[config.mk]
export PLATFORM = sky130hd
export DESIGN_NAME = z_stream_monitor
export DESIGN_NICKNAME = d
export VERILOG_FILES = /design/src/rtl/z_mon_pkg.sv /design/src/rtl/z_stream_monitor_sat_counter.sv /design/src/rtl/z_stream_monitor.sv
export SDC_FILE = /design/constraint.sdc
export NUM_CORES = 1
export LEC_CHECK = 0
export CORE_MARGIN = 2
export CORE_UTILIZATION = 47
export CTS_CLUSTER_DIAMETER = 50
export DETAILED_ROUTE_END_ITERATION = 12
export PLACE_DENSITY_LB_ADDON = 0.08
export REMOVE_ABC_BUFFERS = 1
export SLEW_MARGIN = 10
export SYNTH_ARGS = -nofsm -noshare
export SYNTH_HDL_FRONTEND = slang
export SYNTH_SLANG_ARGS = --single-unit
[constraint.sdc]
create_clock -name CLK -period 2.1 [get_ports CLK]
set_input_delay 0.315 -clock CLK [delete_from_list [all_inputs] [get_ports CLK]]
set_output_delay 0.315 -clock CLK [all_outputs]
set_load 0.02 [all_outputs]
[src/rtl/z_mon_pkg.sv]
// z_mon_pkg: shared definitions for the z_stream_monitor block.
//   state_t  : detector FSM state encoding (3-bit).
//   PATTERN  : the serial pattern being detected, oldest bit first (MSB).
//   HIST_W   : width of the sample history window.
package z_mon_pkg;

  typedef enum logic [2:0] {
    S0    = 3'd0,
    S1    = 3'd1,
    S10   = 3'd2,
    S101  = 3'd3,
    S1011 = 3'd4
  } state_t;

  localparam logic [3:0] PATTERN = 4'b1011;
  localparam int         HIST_W  = 8;

endpackage

[src/rtl/z_stream_monitor_sat_counter.sv]
// sat_counter: saturating up-counter with synchronous clear and
// asynchronous active-high reset. Clear has priority over increment.
//   i_clk  : clock
//   i_rst  : async reset, active high
//   i_inc  : increment by one, holds at all-ones
//   i_clr  : synchronous clear to zero
//   o_cnt  : current count
module sat_counter #(
  parameter int W = 8
) (
  input  logic         i_clk,
  input  logic         i_rst,
  input  logic         i_inc,
  input  logic         i_clr,
  output logic [W-1:0] o_cnt
);

  logic [W-1:0] r_cnt;

  always_ff @(posedge i_clk or posedge i_rst) begin
    if (i_rst) begin
      r_cnt <= '0;
    end else if (i_clr) begin
      r_cnt <= '0;
    end else if (i_inc && (r_cnt != {W{1'b1}})) begin
      r_cnt <= r_cnt + 1'b1;
    end
  end

  assign o_cnt = r_cnt;

endmodule

[src/rtl/z_stream_monitor.sv]
// z_stream_monitor: watches the serial Z output of an upstream stage and
// collects statistics on the samples qualified by EN.
//   CLK     : clock, rising edge
//   RST     : async reset, active high
//   Z       : serial data in
//   EN      : sample qualifier
//   CLR     : synchronous clear of all statistics and the FSM (beats EN)
//   HIT     : one-cycle pulse after the sample completing 1011 (overlapping)
//   HIT_CNT : saturating count of detections
//   RUN_MAX : longest run of consecutive sampled ones, saturating
//   HIST    : last 8 sampled Z values, bit 0 newest
module z_stream_monitor
  import z_mon_pkg::*;
#(
  parameter int CNT_W = 8,
  parameter int RUN_W = 4
) (
  input  logic              CLK,
  input  logic              RST,
  input  logic              Z,
  input  logic              EN,
  input  logic              CLR,
  output logic              HIT,
  output logic [CNT_W-1:0]  HIT_CNT,
  output logic [RUN_W-1:0]  RUN_MAX,
  output logic [HIST_W-1:0] HIST
);

  state_t              r_state;
  logic                r_hit;
  logic [RUN_W-1:0]    r_run_max;
  logic [HIST_W-1:0]   r_hist;

  logic                w_sample;
  logic                w_detect;
  logic [RUN_W-1:0]    w_run;
  logic [RUN_W-1:0]    w_run_next;

  assign w_sample = EN & ~CLR;
  assign w_detect = w_sample & Z & (r_state == S101);

  sat_counter #(.W(CNT_W)) u_hit_cnt (
    .i_clk (CLK),
    .i_rst (RST),
    .i_inc (w_detect),
    .i_clr (CLR),
    .o_cnt (HIT_CNT)
  );

  // A sampled zero ends the run, so it clears the run counter.
  sat_counter #(.W(RUN_W)) u_run_cnt (
    .i_clk (CLK),
    .i_rst (RST),
    .i_inc (w_sample & Z),
    .i_clr (CLR | (w_sample & ~Z)),
    .o_cnt (w_run)
  );

  // Value the run counter takes on a sampled one; lets RUN_MAX track it
  // on the same edge instead of one cycle later.
  assign w_run_next = (&w_run) ? w_run : w_run + 1'b1;

  always_ff @(posedge CLK or posedge RST) begin
    if (RST) begin
      r_state   <= S0;
      r_hit     <= 1'b0;
      r_run_max <= '0;
      r_hist    <= '0;
    end else if (CLR) begin
      r_state   <= S0;
      r_hit     <= 1'b0;
      r_run_max <= '0;
      r_hist    <= '0;
    end else begin
      r_hit <= w_detect;
      if (EN) begin
        r_hist <= {r_hist[HIST_W-2:0], Z};
        if (Z && (w_run_next > r_run_max)) begin
          r_run_max <= w_run_next;
        end
        case (r_state)
          S0:      r_state <= Z ? S1    : S0;
          S1:      r_state <= Z ? S1    : S10;
          S10:     r_state <= Z ? S101  : S0;
          S101:    r_state <= Z ? S1011 : S10;
          S1011:   r_state <= Z ? S1    : S10;
          default: r_state <= S0;
        endcase
      end
    end
  end

  assign HIT     = r_hit;
  assign RUN_MAX = r_run_max;
  assign HIST    = r_hist;

endmodule

* After elaboration in Yosys (flattened, before gate mapping)
Cells that the tools add are included.
Operators by class: $add $sub $neg 2, multiply operators 0, div/mod/pow operators 0, magnitude comparators 1, equality and inequality tests 6, shifts and indexed selects 0, muxes and demuxes 18, bitwise logic cells 7, reductions and logical operators 11
Operators by type and width (count):
- $mux W8 | 4
- $mux W4 | 6
- $pmux W3 S4 | 1
- $mux W3 | 3
- $add A8 B1 Y8 const B | 1
- $ne A8 B8 Y1 const B | 1
- $reduce_bool A2 Y1 | 4
- $eq A3 B2 Y1 const B | 2
- $add A4 B1 Y4 const B | 1
- $and A1 B1 Y1 | 4
- $gt A4 B4 Y1 | 1
- $mux W2 | 2
- $ne A4 B4 Y1 const B | 1
- $reduce_and A4 Y1 | 1
- $eq A3 B1 Y1 const B | 1
- $eq A3 B3 Y1 const B | 1
- $logic_and A1 B1 Y1 | 3
- $logic_not A3 Y1 | 1
- $mux W1 | 2
- $not A1 Y1 | 2
- $reduce_and A2 Y1 | 1
- $reduce_or A2 Y1 | 1
- $or A1 B1 Y1 | 1
Word-level totals: bits in registers 28, bits in latches 0, bits in writable memories 0, memory bits (read-only) 0, bits of input ports 5, output and inout port bits 21, logic and storage cells 51, memories kept 0

* Longest topological paths before layout
Gate-level depths: netlist of the first run.
depth after elaboration 7, gate-level depth with buffers 9, depth with buffers taken out 9

* Cells and area by module
A second synthesis of the first run with hierarchy kept.
Second synthesis, totals: cells, all modules 164, area total of the unflattened synthesis 1646.6 sq um
Modules (own cells, without submodules):
- z_stream_monitor | times used 1, cells an instance 94, area each 912.1 sq um, seq. area each 400.4 sq um
- sat_counter at u_hit_cnt | times used 1, cells an instance 49, area each 504.2 sq um, seq. area each 200.2 sq um
- sat_counter at u_run_cnt | times used 1, cells an instance 21, area each 230.2 sq um, seq. area each 100.1 sq um

* Worst setup path before layout of the first run
Ideal clock, no wire load.
path type register to register, start point register u_run_cnt.r_cnt[0] (netlist: u_run_cnt.o_cnt[0]), end point register r_run_max[0] (netlist: RUN_MAX[0]), setup time 0.125 ns, arrival time 2.178 ns, data required time 1.975 ns, path slack -0.203 ns, cell stages (with the launch flop) 9, path buffers 0, clock period less this slack 2.303 ns, path through dfrtp_1 ha_1 nand3_4 mux2_4 ha_1 nor2b_1 o211ai_1 a21oi_2 mux2_2
Between the ends: longest elaborated chain between the ends 6, elaborated cells between the ends (all ways) 10, those cells by class 1 x add/sub; 1 x order compare; 4 x mux; 4 x reduce/logical
Ends and longest elaborated chain:
- start, declared | RTL line z_stream_monitor_sat_counter.sv:18 | logic [W-1:0] r_cnt;
- start signal, assigned | RTL line z_stream_monitor_sat_counter.sv:26 | r_cnt <= r_cnt + 1'b1;
- $add A4 B1 Y4 or $reduce_and A4 Y1 (tied branches) | RTL line z_stream_monitor.sv:61 | assign w_run_next = (&w_run) ? w_run : w_run + 1'b1;
- $mux W4 * | RTL line z_stream_monitor.sv:61
- $gt A4 B4 Y1 | RTL line z_stream_monitor.sv:78 | if (Z && (w_run_next > r_run_max)) begin
- $logic_and A1 B1 Y1 | RTL line z_stream_monitor.sv:78
- $reduce_bool A2 Y1 (no line)
- $reduce_and A2 Y1 (no line)
- end signal, assigned | RTL line z_stream_monitor.sv:79 | r_run_max <= w_run_next;
- end, declared | RTL line z_stream_monitor.sv:31 | logic [RUN_W-1:0] r_run_max;
Every way passes the cells marked *; elsewhere a longest branch is shown, timed or not. The select of a mux whose other input is x is not followed. A chain may end at the register's enable or synchronous reset.

* Worst setup path after layout of the first run
start point register u_run_cnt.r_cnt[1] (netlist: u_run_cnt.o_cnt[1]), end point register r_run_max[2] (netlist: RUN_MAX[2])
The elaborated chain is that of the path after synthesis.

==> reports/metrics.cfg, run 1 <==
[timing]
fmax_ghz=0.460
post-route-min-period_ps=2180
slew_headroom=0.759
hold-worst-slack_ps=358
fin_skew_ps=5.76
finalMaxSlewViolations=0
hold_viol=0
setup_violations=4
grt_setup_unrepaired=true
finalWorstSetupSlack_ps=-75.1
worst_pin_slew_ps=361
period_share=1.04

[floorplanning]
die_h_um=61.2
die_area_um2=3750
start_util=0.500
core.rowCount=20
core_area_um2=3080
die_x_um=61.2
ios=26

[routing]
dr.pass1.iters=4
drtIter0Drc=72
wl_per_cell_um=13.1
wirelength_um=3010
num_vias=1214
drc=0
vias_per_cell=5.28
ant_nets=0

[synth]
synth.top_cell.area_share=0.455
synth.area.top_cells=dfrtp_1, mux2i_1, ha_1
synth_warnings=0
ys_ff_latch=28
ys_types=45
yosysTopAreaCell=dfrtp_1
syn_inst=148
synth.avg_cell_area_um2=10.4
yosysSeqAreaShare=0.455
syn_area_um2=1540
synth_edf_count=0
synthArstFlopShare=1.00
synth-main-ff-cell=dfrtp_1

[worst_setup_path]
critPathTopFamily=compound AO/OA/AOI/OAI gates
cp_slowest_stage_delay_ps=410
r2r_cells=9
start_kind=register
slowest_stage=dfrtp_1
setup.worst_path.start=u_run_cnt.o_cnt[1]
cp_max_fo=2
worstPathArrival_ps=2410
r2r-start=u_run_cnt.o_cnt[1]
critical_path_required_ps=2340
crit_buf_inv=1
path_class=register to register
cp.depth=9
crit_path_end=RUN_MAX[2]
rrSetupSlack_ps=-80
cp_cell_sequence=ha_2, nand3_4, mux2_4, ha_4, nor2b_4, o211ai_1, buf_4, a2111o_1, o31ai_1
critPathCaptureType=register
r2r_end=RUN_MAX[2]

[power_and_ir_drop]
ir_worst_vdd_mv=0.292
total_leakage_power_nw=0.920
clockPowerShare=0.238
p_per_area_nw_per_um2=462
power.internal_mw=0.687
p_sw_frac=0.252
p_switching_mw=0.231
pwr-share-seq=0.606
p_comb_frac=0.156

[clock_tree]
cts_buffers=3
insertion_delay_ps=320
path_clk_slew_ps=150
holdBufCountCts=0
cts_buffer_depth=2
cts_tree=built
htreeDepth=1
cts_root_buf=clkbuf_4
clock-sinks=28

[placement]
dp_hpwl_um=2120
io_buffer_count=25
place_area_um2=1900
gp_congestion=0.800
placed_cells=225

[final_layout]
finish.utilization=0.645
antenna_cells=0
nNetsFinal=199
design_area_um2=1980
syn2layout_area_growth_pct=28.9
final_cells=230
fill_cells=277
drive_above_1_share=0.188

[global_routing]
first_global_vias=1173
grt_first_pass_wirelength_um=5230
grt-ovfl-total=0
grt_max_degree=29
grt_util_all_layers=0.185
antenna_found_initial=0

[worst_hold_path]
hp-class=input port to asynchronous set/reset pin

[run_status]
outcome=finished with violations
failed_checks=negative setup slack

[job]
drv_cap=0

==> area by class of cell <==
type / instances / area [um2] / area share
Inverter: 10 / 37.5 / 0.0189
Clock buffer: 3 / 22.5 / 0.0113
Timing Repair Buffer: 41 / 370 / 0.187
Sequential cell: 28 / 701 / 0.353
Multi-Input combinational cell: 104 / 798 / 0.402
Tap cell: 44 / 55.1 / 0.0277
==> metrics by stage <==
stage / total power [mW] / setup TNS (ps) / setup WS (ps)
after detailed placement: 0.697 / -345 / -113
after global routing: 0.972 / -662 / -194
after CTS: 0.925 / -277 / -93.2
after floorplan: 0.630 / -335 / -203
after global placement: 0.693 / -158 / -60.6
final: 0.918 / -165 / -75.1
==> per-layer routing <==
metal	GRT usage	share of wire	routed length [um]	vias up
met5	0	0	0	-
met4	0.0497	0.0040	12	0
met3	0.0294	0.026	78	2
met2	0.310	0.49	1480	16
met1	0.250	0.48	1440	581
li1	-	-	-	615
==> power groups by stage <==
| stage | registers [mW] | logic (mW) | clock network (mW) |
|---|---|---|---|
| 5_1_grt | 0.558 | 0.159 | 0.255 |
| 3_3_place_gp | 0.565 | 0.128 | 0 |
| 6_report | 0.556 | 0.143 | 0.218 |
| 3_5_place_dp | 0.566 | 0.131 | 0 |
| 4_1_cts | 0.556 | 0.137 | 0.232 |
| 2_1_floorplan | 0.573 | 0.0572 | 0 |
==> sequential cells by signal, indices dropped and copies added (netlist names) <==
register and count:
HIST 8, u_hit_cnt.o_cnt 8, RUN_MAX 4, u_run_cnt.o_cnt 4
r_state 3, HIT 1
==> synthesized netlist by cell type (2+ instances only) <==
master    number
ha_1           6
nor3_1         2
nand4_1        3
nor2b_1        3
mux2i_1       10
a211oi_1       3
and2_1         2
a21oi_1        8
and3_1         4
nand3b_1       2
nor2_1        19
a32oi_1        2
nand2_1        5
o21ai_0        4
inv_1         10
dfrtp_1       28
o211a_1        2
mux2_2         3
o211ai_1       3
clkbuf_1       2
nand2b_1       2
o31ai_1        2
==> worst min-delay path by stage <==
stage	startpoint	end	slack [ps]	cells past startpoint
finish	RST	u_hit_cnt.o_cnt[5]	360	3
global route	RST	u_hit_cnt.o_cnt[5]	360	3
CTS	RST	RUN_MAX[1]	360	3
detailed placement	u_hit_cnt.o_cnt[7]	u_hit_cnt.o_cnt[7]	530	1
global placement	HIST[7]	HIST[7]	510	2
floorplan	CLR	u_hit_cnt.o_cnt[6]	370	1
==> logic make-up after synthesis <==
| family | after synthesis | synth area share |
|---|---|---|
| simple gates | 49 | 0.180 |
| flops | 28 | 0.455 |
| fa+ha+maj | 6 | 0.0488 |
| buf+inv | 16 | 0.0537 |
| xor+xnor | 2 | 0.0114 |
| compound gates | 33 | 0.154 |
| mux | 14 | 0.0967 |
==> tightest hold or removal path: stages <==
cell	delay [ps]
clkdlybuf4s50_1	400
inv_1	60
buf_4	330
==> layout by cell type (no fill, tap or decap), types with 2 or more instances in the layout <==
master and n:
o21ai_0 3, a211oi_1 3, and2_1 2, mux2_2 3, and3_1 4, o31ai_1 2
a21oi_2 2, a21oi_1 7, ha_4 2, nand2b_1 2, o211ai_1 3, o211a_1 2
nor2_1 19, nand2_1 5, clkdlybuf4s50_1 25, nand3b_1 2, nor3_1 2, mux2i_1 10
clkbuf_4 3, inv_1 10, ha_1 3, nand4_1 3, buf_4 16, dfrtp_1 28
a32oi_1 2, nor2b_1 2
==> timing repair <==
item | 4_1_cts | 5_1_grt
setup endpoints to repair | 4 | 4
setup buffers | 1 | 1
pin swaps | 3 | 3
gates resized for setup | 2 | 5
Power figures use the tool's default switching activity.
==> inputs of run 2 (changes only) <==
CELL_PAD_IN_SITES_DETAIL_PLACEMENT = 1   (was not set)
CELL_PAD_IN_SITES_GLOBAL_PLACEMENT = 2   (was not set)
CORE_UTILIZATION = 30   (was 47)
==> run 2 against run 1 <==
The run still ends with negative setup slack left. Global-route usage decreased by 4.4 points. Cell area increased by 3.7%. Count of clock-buffer cells in the layout unchanged. Maximum frequency decreased by 2.1%. Combinational power increased by 3%. Critical path depth unchanged. Critical endpoint unchanged. Routed wire length increased by 21%. Die area increased by 53%. Largest power group unchanged.
==> reports/metrics.cfg, run 2 (same netlist as run 1, synthesis figures left out) <==
[run_status]
outcome=finished with violations
failed_checks=negative setup slack

[final_layout]
nNetsFinal=198
layout_commonest_cell=dfrtp_1
drive_above_1_share=0.188
design_area_um2=2060
final_cell_mix=dfrtp_1, clkdlybuf4s50_1, nor2_1
syn2layout_area_growth_pct=33.7
fill_cells=586
seq_area_um2=701
multiInputGateArea_um2=798
antenna_cells=0
final_cells=256

[floorplanning]
die_x_um=75.6
start_util=0.305
core.rowCount=26
die_h_um=75.6
core_area_um2=5040
ios=26
die_area_um2=5720

[routing]
vias_per_cell=4.95
drc=0
met3_length_um=84
dr.pass1.iters=2
wl_met2_um=1840
wirelength_met1_um=1670
num_vias=1268
ant_nets=0
highest_layer=met4
wl_per_cell_um=14.2
drtIter0Drc=54
wirelength_um=3640

[timing]
slew_headroom=0.751
setup_violations=4
finalMaxSlewViolations=0
fmax_ghz=0.450
period_share=1.06
worst_pin_slew_ps=374
hold_viol=0
fin_skew_ps=7.34
grt_setup_unrepaired=true
post-route-min-period_ps=2220
finalWorstSetupSlack_ps=-123

[clock_tree]
cts_tree=built
cts_buffers=3
path_clk_slew_ps=110
cts_root_buf=clkbuf_8
htreeDepth=1
cts_buffer_depth=2
clock-sinks=28
insertion_delay_ps=280
post-cts-setup-buffers=0

[power_and_ir_drop]
finalPower_mw=1.14
p_sw_frac=0.234
pwr-share-seq=0.487
p_switching_mw=0.266
clockPowerShare=0.384
p_per_area_nw_per_um2=554
total_leakage_power_nw=0.947
p_comb_frac=0.129
power.internal_mw=0.873
ir_worst_vdd_mv=0.302

[global_routing]
grt_first_pass_wirelength_um=6180
grt-ovfl-total=0
grt_util_all_layers=0.141
grt_max_degree=29
first_global_vias=1307
antenna_found_initial=0

[worst_setup_path]
worstPathArrival_ps=2420
cp_slowest_stage_delay_ps=400
start_kind=register
cp_cell_sequence=ha_2, nand3_4, mux2_4, ha_4, nor2b_4, o211ai_1, buf_4, a2111o_1, o31ai_2
critPathCaptureType=register
path_class=register to register
crit_buf_inv=1
critical_path_required_ps=2290
slowest_stage=dfrtp_1
cp_max_fo=2
r2r-start=u_run_cnt.o_cnt[0]
setup.worst_path.start=u_run_cnt.o_cnt[0]
critPathTopFamily=compound AO/OA/AOI/OAI gates

[placement]
gp_congestion=0.740
dp_hpwl_um=2540
io_buffer_count=25
place_area_um2=1940
placed_cells=252

[worst_hold_path]
hp-class=input port to asynchronous set/reset pin

[job]
drv_cap=0

run 2: cell types whose count changed in the layout (fill, tap and decap cells not counted), sizes merged:
cell | before | now
bufinv | 0 | 1
buf | 16 | 15
run 2: power by group through the flow:
| stage | Sequential (mW) | Clock (mW) | Combinational (mW) |
|---|---|---|---|
| 2_1_floorplan | 0.573 | 0 | 0.0572 |
| 5_1_grt | 0.558 | 0.474 | 0.162 |
| 3_3_place_gp | 0.566 | 0 | 0.132 |
| 4_1_cts | 0.556 | 0.455 | 0.146 |
| 6_report | 0.555 | 0.438 | 0.147 |
| 3_5_place_dp | 0.566 | 0 | 0.137 |
run 2: worst min-delay path: cells and delay by family:
family	cells	cell delay [ps]
buffers and inverters	3	780
run 2: final cells by class:
| cell class | instances | share of cell area |
|---|---|---|
| clock buffers | 3 | 0.0201 |
| clock inverters | 1 | 0.0146 |
| inverters | 10 | 0.0182 |
| multi-input cells | 104 | 0.388 |
| flip-flops and latches | 28 | 0.340 |
| well taps | 70 | 0.0426 |
| repair buffers | 40 | 0.176 |
run 2: through the flow:
stage	TNS [ps]	hold slack, ps	setup WS (ps)	util
6_report	-314	390	-123	0.408
5_1_grt	-731	443	-217	0.408
4_1_cts	-373	419	-129	0.404
3_5_place_dp	-521	516	-159	0.386
3_3_place_gp	-230	512	-89.9	0.386
2_1_floorplan	-335	373	-203	-
run 2: layer usage:
metal  up-vias  track usage
met5         -            0
met1       632        0.184
li1        610            -
met2        20        0.238
met4         0       0.0487
met3         6       0.0225
run 2: what timing repair did:
| item | in CTS | in global routing |
|---|---|---|
| cloned | 0 | 0 |
| hold buffers | 0 | 0 |
| gates resized for setup | 3 | 5 |
| pin swaps | 3 | 2 |
| endpoints found under the setup margin | 4 | 4 |
run 2: path summary, 6_finish.rpt:
path                                   end  slack, ps  depth (start not counted)
worst max-delay path            RUN_MAX[2]       -120                          9
worst min-delay path                   HIT        390                          3
worst max register to register  RUN_MAX[2]       -120                          9
worst min register to register     HIST[7]        540                          2
max in group asynchronous       RUN_MAX[0]       1420                          3
min in group CLK                   HIST[7]        540                          2
